<file path="config.mk">
export PLATFORM = sky130hd
export DESIGN_NAME = idu_pipe_flat
export DESIGN_NICKNAME = d
export VERILOG_FILES = /design/src/rtl/idu_pipe_if.sv /design/src/rtl/idu_pipe.sv /design/src/flat_wrapper.sv
export SDC_FILE = /design/constraint.sdc
export NUM_CORES = 1
export LEC_CHECK = 0
export ABC_AREA = 0
export BUFFER_PORTS_ARGS = -buffer_cell sky130_fd_sc_hd__clkbuf_2
export CAP_MARGIN = 10
export CELL_PAD_IN_SITES_DETAIL_PLACEMENT = 1
export CELL_PAD_IN_SITES_GLOBAL_PLACEMENT = 1
export CORE_MARGIN = 4
export CORE_UTILIZATION = 37
export DETAILED_ROUTE_END_ITERATION = 8
export PLACE_DENSITY_LB_ADDON = 0.1
export SYNTH_ARGS = -nofsm -noshare
export SYNTH_HDL_FRONTEND = slang
export SYNTH_SLANG_ARGS = --single-unit
</file>
<file path="constraint.sdc">
create_clock -name clk -period 4.6 [get_ports clk]
set_clock_uncertainty 0.15 [all_clocks]
set_input_delay 0.92 -clock clk [delete_from_list [all_inputs] [get_ports clk]]
set_output_delay 0.92 -clock clk [all_outputs]
set_load 0.01 [all_outputs]
</file>
<file path="src/rtl/idu_pipe_if.sv">
// idu_pipe_if: IFU -> IDU -> EXU handshake and decoded-entry bundle.
interface idu_pipe_if #(
    parameter int XLEN = 32,
    parameter int PC_W = 32
);
    logic            flush;
    logic            in_valid;
    logic            in_ready;
    logic [PC_W-1:0] in_pc;
    logic [31:0]     in_instr;
    logic            out_valid;
    logic            out_ready;
    logic [PC_W-1:0] out_pc;
    logic [31:0]     out_instr;
    logic [4:0]      out_rs1;
    logic [4:0]      out_rs2;
    logic [4:0]      out_rd;
    logic [XLEN-1:0] out_imm;
    logic [2:0]      out_fmt;
    logic            out_rs1_used;
    logic            out_rs2_used;
    logic            out_is_load;
    logic            out_illegal;

    modport slave (
        input  flush, in_valid, in_pc, in_instr, out_ready,
        output in_ready, out_valid, out_pc, out_instr, out_rs1, out_rs2, out_rd,
               out_imm, out_fmt, out_rs1_used, out_rs2_used, out_is_load, out_illegal
    );

    modport master (
        output flush, in_valid, in_pc, in_instr, out_ready,
        input  in_ready, out_valid, out_pc, out_instr, out_rs1, out_rs2, out_rd,
               out_imm, out_fmt, out_rs1_used, out_rs2_used, out_is_load, out_illegal
    );
endinterface

</file>
<file path="src/rtl/idu_pipe.sv">
// idu_pipe: registered RV32I/RV64I decode stage with load-use interlock and flush.
module idu_pipe #(
    parameter int XLEN     = 32,
    parameter int PC_W     = 32,
    parameter int LU_STALL = 1
) (
    input logic       clk,
    input logic       rst_n,
    idu_pipe_if.slave bus
);
    localparam int CW = (LU_STALL < 1) ? 1 : $clog2(LU_STALL + 1);
    localparam logic [6:0] OP_LUI    = 7'b0110111;
    localparam logic [6:0] OP_AUIPC  = 7'b0010111;
    localparam logic [6:0] OP_JAL    = 7'b1101111;
    localparam logic [6:0] OP_JALR   = 7'b1100111;
    localparam logic [6:0] OP_BRANCH = 7'b1100011;
    localparam logic [6:0] OP_LOAD   = 7'b0000011;
    localparam logic [6:0] OP_STORE  = 7'b0100011;
    localparam logic [6:0] OP_IMM    = 7'b0010011;
    localparam logic [6:0] OP_OP     = 7'b0110011;
    localparam logic [6:0] OP_SYSTEM = 7'b1110011;
    localparam logic [6:0] OP_IMM32  = 7'b0011011;
    localparam logic [6:0] OP_OP32   = 7'b0111011;

    logic [31:0]     w_ins;
    logic [6:0]      w_op;
    logic            w_is_r, w_is_i, w_is_s, w_is_b, w_is_u, w_is_j, w_ill;
    logic [2:0]      w_fmt;
    logic [31:0]     w_imm32;
    logic [XLEN-1:0] w_imm;
    logic            w_rs1_used, w_rs2_used, w_hazard, w_in, w_out;

    logic            r_valid;
    logic [PC_W-1:0] r_pc;
    logic [31:0]     r_instr;
    logic [XLEN-1:0] r_imm;
    logic [2:0]      r_fmt;
    logic            r_rs1_used, r_rs2_used, r_is_load, r_illegal;
    logic [CW-1:0]   r_cnt;
    logic [4:0]      r_ld_rd;

    assign w_ins = bus.in_instr;

    always_comb begin
        w_op       = w_ins[6:0];
        w_is_r     = (w_op == OP_OP) || ((XLEN == 64) && (w_op == OP_OP32));
        w_is_i     = (w_op == OP_IMM) || (w_op == OP_LOAD) || (w_op == OP_JALR) ||
                     (w_op == OP_SYSTEM) || ((XLEN == 64) && (w_op == OP_IMM32));
        w_is_s     = w_op == OP_STORE;
        w_is_b     = w_op == OP_BRANCH;
        w_is_u     = (w_op == OP_LUI) || (w_op == OP_AUIPC);
        w_is_j     = w_op == OP_JAL;
        w_ill      = ~(w_is_r | w_is_i | w_is_s | w_is_b | w_is_u | w_is_j);
        w_fmt      = w_is_r ? 3'd0 : w_is_s ? 3'd2 : w_is_b ? 3'd3 :
                     w_is_u ? 3'd4 : w_is_j ? 3'd5 : 3'd1;
        w_imm32    = (w_fmt == 3'd0) ? 32'd0 :
                     (w_fmt == 3'd2) ? {{20{w_ins[31]}}, w_ins[31:25], w_ins[11:7]} :
                     (w_fmt == 3'd3) ? {{19{w_ins[31]}}, w_ins[31], w_ins[7], w_ins[30:25], w_ins[11:8], 1'b0} :
                     (w_fmt == 3'd4) ? {w_ins[31:12], 12'd0} :
                     (w_fmt == 3'd5) ? {{11{w_ins[31]}}, w_ins[31], w_ins[19:12], w_ins[20], w_ins[30:21], 1'b0} :
                                       {{20{w_ins[31]}}, w_ins[31:20]};
        w_imm      = XLEN'($signed(w_imm32));
        w_rs1_used = w_fmt <= 3'd3;
        w_rs2_used = (w_fmt == 3'd0) || (w_fmt == 3'd2) || (w_fmt == 3'd3);
        // Hazard is judged on the instruction being offered, not the one held.
        w_hazard   = (r_cnt != '0) & bus.in_valid &
                     ((w_rs1_used & (w_ins[19:15] == r_ld_rd)) | (w_rs2_used & (w_ins[24:20] == r_ld_rd)));
        bus.in_ready = rst_n & ~w_hazard & (~r_valid | bus.out_ready);
        w_in       = bus.in_valid & bus.in_ready & ~bus.flush;
        w_out      = r_valid & bus.out_ready;
    end

    always_ff @(posedge clk) begin
        if (!rst_n) begin
            r_valid    <= 1'b0;
            r_pc       <= '0;
            r_instr    <= '0;
            r_imm      <= '0;
            r_fmt      <= '0;
            r_rs1_used <= 1'b0;
            r_rs2_used <= 1'b0;
            r_is_load  <= 1'b0;
            r_illegal  <= 1'b0;
            r_cnt      <= '0;
            r_ld_rd    <= '0;
        end else if (bus.flush) begin
            r_valid <= 1'b0;
            r_cnt   <= '0;
        end else begin
            if (w_in) begin
                r_valid    <= 1'b1;
                r_pc       <= bus.in_pc;
                r_instr    <= w_ins;
                r_imm      <= w_imm;
                r_fmt      <= w_fmt;
                r_rs1_used <= w_rs1_used;
                r_rs2_used <= w_rs2_used;
                r_is_load  <= w_op == OP_LOAD;
                r_illegal  <= w_ill;
            end else if (w_out) begin
                r_valid <= 1'b0;
            end
            if (w_out && r_is_load && (r_instr[11:7] != 5'd0)) begin
                r_cnt   <= CW'(LU_STALL);
                r_ld_rd <= r_instr[11:7];
            end else if (r_cnt != '0) begin
                r_cnt <= r_cnt - CW'(1);
            end
        end
    end

    assign bus.out_valid    = r_valid;
    assign bus.out_pc       = r_pc;
    assign bus.out_instr    = r_instr;
    assign bus.out_rs1      = r_instr[19:15];
    assign bus.out_rs2      = r_instr[24:20];
    assign bus.out_rd       = r_instr[11:7];
    assign bus.out_imm      = r_imm;
    assign bus.out_fmt      = r_fmt;
    assign bus.out_rs1_used = r_rs1_used;
    assign bus.out_rs2_used = r_rs2_used;
    assign bus.out_is_load  = r_is_load;
    assign bus.out_illegal  = r_illegal;
endmodule

</file>
<file path="src/flat_wrapper.sv">
// flat-port wrapper written by rule: the top's interface ports become plain ports
module idu_pipe_flat 
#(
    parameter int XLEN     = 32,
    parameter int PC_W     = 32,
    parameter int LU_STALL = 1
)
  (clk, rst_n, bus_flush, bus_in_valid, bus_in_pc, bus_in_instr, bus_out_ready, bus_in_ready, bus_out_valid, bus_out_pc, bus_out_instr, bus_out_rs1, bus_out_rs2, bus_out_rd, bus_out_imm, bus_out_fmt, bus_out_rs1_used, bus_out_rs2_used, bus_out_is_load, bus_out_illegal);
  idu_pipe_if #(.XLEN(XLEN), .PC_W(PC_W)) bus_i ();
  input logic clk;
  input logic rst_n;
  input wire logic [$bits(bus_i.flush)-1:0] bus_flush;
  input wire logic [$bits(bus_i.in_valid)-1:0] bus_in_valid;
  input wire logic [$bits(bus_i.in_pc)-1:0] bus_in_pc;
  input wire logic [$bits(bus_i.in_instr)-1:0] bus_in_instr;
  input wire logic [$bits(bus_i.out_ready)-1:0] bus_out_ready;
  output wire logic [$bits(bus_i.in_ready)-1:0] bus_in_ready;
  output wire logic [$bits(bus_i.out_valid)-1:0] bus_out_valid;
  output wire logic [$bits(bus_i.out_pc)-1:0] bus_out_pc;
  output wire logic [$bits(bus_i.out_instr)-1:0] bus_out_instr;
  output wire logic [$bits(bus_i.out_rs1)-1:0] bus_out_rs1;
  output wire logic [$bits(bus_i.out_rs2)-1:0] bus_out_rs2;
  output wire logic [$bits(bus_i.out_rd)-1:0] bus_out_rd;
  output wire logic [$bits(bus_i.out_imm)-1:0] bus_out_imm;
  output wire logic [$bits(bus_i.out_fmt)-1:0] bus_out_fmt;
  output wire logic [$bits(bus_i.out_rs1_used)-1:0] bus_out_rs1_used;
  output wire logic [$bits(bus_i.out_rs2_used)-1:0] bus_out_rs2_used;
  output wire logic [$bits(bus_i.out_is_load)-1:0] bus_out_is_load;
  output wire logic [$bits(bus_i.out_illegal)-1:0] bus_out_illegal;
  assign bus_i.flush = bus_flush;
  assign bus_i.in_valid = bus_in_valid;
  assign bus_i.in_pc = bus_in_pc;
  assign bus_i.in_instr = bus_in_instr;
  assign bus_i.out_ready = bus_out_ready;
  assign bus_in_ready = bus_i.in_ready;
  assign bus_out_valid = bus_i.out_valid;
  assign bus_out_pc = bus_i.out_pc;
  assign bus_out_instr = bus_i.out_instr;
  assign bus_out_rs1 = bus_i.out_rs1;
  assign bus_out_rs2 = bus_i.out_rs2;
  assign bus_out_rd = bus_i.out_rd;
  assign bus_out_imm = bus_i.out_imm;
  assign bus_out_fmt = bus_i.out_fmt;
  assign bus_out_rs1_used = bus_i.out_rs1_used;
  assign bus_out_rs2_used = bus_i.out_rs2_used;
  assign bus_out_is_load = bus_i.out_is_load;
  assign bus_out_illegal = bus_i.out_illegal;
  idu_pipe #(.XLEN(XLEN), .PC_W(PC_W), .LU_STALL(LU_STALL)) u_core (.clk(clk), .rst_n(rst_n), .bus(bus_i));
endmodule
</file>
==> impl_metrics.env <==
export IMPL_final_util_pct=47.5
export IMPL_setup_tns_ns=0
export IMPL_dieHeight_um=118
export IMPL_cp_required_ns=3.53
export IMPL_slew_violations=0
export IMPL_cts_setup_buffers=0
export IMPL_dpl_cell_count=820
export IMPL_clk_latency_ns=0.34
export IMPL_synth_area_leaders="dfxtp_1 (49%), nand3_1 (8.0%), nand2_1 (7.5%), a21oi_1 (4.1%), o21ai_1 (4.1%)"
export IMPL_worstPathArrival_ns=2.42
export IMPL_synthTopCellsByCount="dfxtp_1 (110), nand2_1 (90), nand3_1 (72), a21oi_1 (37), o21ai_1 (37)"
export IMPL_grt_pass1_wl_um=23400
export IMPL_via_count=4417
export IMPL_tightest_slew_ns=1.08
export IMPL_async_flop_share_pct=0
export IMPL_layoutNonFillerInstCount=836
export IMPL_die_w_um=118
export IMPL_peakVddDrop_uv=156
export IMPL_synth_top_area_share_pct=48.9
export IMPL_netlist_area_mm2=0.00451
export IMPL_worstSetupEndpointType="primary output"
export IMPL_syn_inst=538
export IMPL_rr_startpoint="u_core.r_ld_rd[0]"
export IMPL_dr_first_iter_drc_count=206
export IMPL_cts_buffer_depth=2
export IMPL_yosys_warnings=0
export IMPL_numCtsBuffers=9
export IMPL_rsz0062_at_grt="no"
export IMPL_r2r_slack_ns=1.75
export IMPL_cap_violations=0
export IMPL_drive_above_1_share_pct=31.8
export IMPL_hpwlAfterDp_um=10300
export IMPL_cp_common_cell="clkbuf_2"
export IMPL_cpPeakStageDelay_ns=0.39
export IMPL_vias_per_cell=5.28
export IMPL_relSlewSlack_pct=28.2
export IMPL_worstPathCellList="clkbuf_2 -> nand4b_1 -> o22ai_1 -> buf_4 -> or3_1 -> and2_1 -> and3_1 -> clkbuf_2"
export IMPL_slowest_stage="or3_1"
export IMPL_endpoint="bus_in_ready"
export IMPL_portBuffers=188
export IMPL_diodes=0
export IMPL_antenna_found_initial=0
export IMPL_synth_avg_cell_area_um2=8.37
export IMPL_cp_start_kind="primary input"
export IMPL_cts_tree="built"
export IMPL_final_antenna_net_count=0
export IMPL_n_fill_cell=1506
export IMPL_setup_violations=0
export IMPL_worst_path_dominant_cell_family="simple AND/OR/NAND/NOR gates"
export IMPL_rows=40
export IMPL_clock_tree_root_cell="clkbuf_16"
export IMPL_finalHoldViolCount=0
export IMPL_start_util_pct=37.7
export IMPL_reg2reg_to="u_core.bus.out_instr[12]"
export IMPL_crit_buf_inv=3
export IMPL_max_clock_freq_ghz=0.287
export IMPL_crit_cells=8
export IMPL_yosysUniqueCellTypes=45
export IMPL_htree_levels=3
export IMPL_dr_pass1_iters=4
export IMPL_cp_startpoint="bus_in_instr[6]"
export IMPL_yosysMostFrequentCell="dfxtp_1"
export IMPL_synth_top_area_cell="dfxtp_1"
export IMPL_track_usage_pct=20.2
export IMPL_period_share_pct=75.8
export IMPL_r2r_cells=6
export IMPL_path_max_fanout=12
export IMPL_cts_resized_gates=0
export IMPL_clkSinkCount=110
export IMPL_synth_ff_type="dfxtp_1"
export IMPL_period_needed_ns=3.49
export IMPL_grt_start_max_net_pins=79
export IMPL_synth_edf_count=0
export IMPL_clkTransAtPathRegs_ns=0.07
export IMPL_ys_seq_area_share_pct=48.9
export IMPL_wl_per_cell_um=17.3
export IMPL_first_global_vias=4524
export IMPL_holdBufCountCts=0
export IMPL_dieArea_mm2=0.0140
export IMPL_gp_congestion=0.853
export IMPL_core_area_mm2=0.0120
export IMPL_wl_um=14400
export IMPL_ys_ff_latch=110
export IMPL_fin_nets=753
export IMPL_synth_nets=607
export IMPL_worstSetupPathType="in2out"
export IMPL_drc=0
export IMPL_overflow=0
export IMPL_hp_class="reg2reg"
export IMPL_outcome="completed"
export IMPL_leakage_nw=2.49
export IMPL_io_pins=189
export IMPL_power_density_mw_per_mm2=365
export IMPL_syn_to_final_growth_pct=26.0
export IMPL_p_total_w=0.00207
power breakdown:
part           leakage (nW)  internal, W  total (W)  switching (W)
Sequential            0.899      0.00100    0.00103      0.0000288
Clock                 0.147     0.000431   0.000798       0.000368
Combinational          1.45    0.0000976   0.000247       0.000150
metrics by stage:
stage	setup WS [ns]	instance area, um^2	hold WS (ns)
3_5_place_dp	0.947	5370	0.292
3_3_place_gp	1.06	5370	0.286
4_1_cts	1.10	5680	0.303
6_report	1.11	5680	0.297
2_1_floorplan	1.49	4510	0.323
5_1_grt	1.02	5680	0.323
how the worst min path moves through the flow:
stage,startpoint,endpoint,slack [ns],cells past startpoint
finish,u_core.bus.out_pc[26],u_core.bus.out_pc[26],0.30,2
global route,u_core.bus.out_pc[2],u_core.bus.out_pc[2],0.32,2
CTS,u_core.bus.out_pc[26],u_core.bus.out_pc[26],0.30,2
detailed placement,u_core.bus.out_pc[26],u_core.bus.out_pc[26],0.29,2
global placement,u_core.bus.out_pc[21],u_core.bus.out_pc[21],0.29,2
floorplan,u_core.bus.out_fmt[1],u_core.bus.out_fmt[1],0.32,2
sequential cells by signal, indices dropped and copies added, names as in the netlist:
signal	flops
u_core.bus.out_imm	32
u_core.bus.out_is_load	1
u_core.r_cnt	1
u_core.bus.out_pc	32
u_core.bus.out_valid	1
u_core.bus.out_rs1_used	1
u_core.bus.out_illegal	1
u_core.r_ld_rd	5
u_core.bus.out_fmt	3
u_core.bus.out_rs2_used	1
u_core.bus.out_instr	32
metal layers:
layer	GRT usage (%)	part of all wire, %	vias to the layer above
li1	-	-	2156
met1	26.0	44	2112
met2	34.3	48	139
met3	5.12	6.6	10
met4	4.32	0.96	0
met5	0	0	-
placed cells by master, fill, tap and decap left out, types with 2 or more instances in the layout:
master and n:
a211oi_1 6, nand2_1 90, nor2_1 12, or3_1 3, buf_4 7, dfxtp_1 110
o21ai_0 31, nand2b_1 2, o2bb2ai_1 19, and3_1 3, nand3_1 72, clkbuf_16 9
o21ai_1 37, nor3_1 3, xnor2_1 6, a21oi_1 36, xor2_1 4, a22oi_1 5
inv_1 4, inv_6 3, nor2b_1 2, o22ai_1 3, a211oi_2 3, nand4_1 2
clkinv_4 2, clkbuf_2 188, mux2i_1 6
worst min-delay path: stages, from the launching register on:
cell     delay [ns]
dfxtp_1        0.31
nand2_1        0.05
o21ai_1        0.05
layout make-up:
type	instances	area, um^2	area share [%]
repair buffers	195	993	17.5
multi-input cells	364	1980	34.8
well taps	147	184	3.24
flip-flops and latches	110	2200	38.8
clock buffers	9	225	3.97
clock inverters	7	81.3	1.43
inverters	4	15.0	0.264
cell families (layout without fill, tap and decap cells):
kind of cell | after synthesis | in the layout | share of synthesized area (%)
multiplexers | 6 | 6 | 1.33
XOR/XNOR | 10 | 10 | 1.94
buffers and inverters | 64 | 215 | 7.39
AND/OR/NAND/NOR | 199 | 199 | 20.5
AO/OA/AOI/OAI | 149 | 149 | 20.0
flip-flops | 110 | 110 | 48.9
Power figures use the tool's default switching activity.
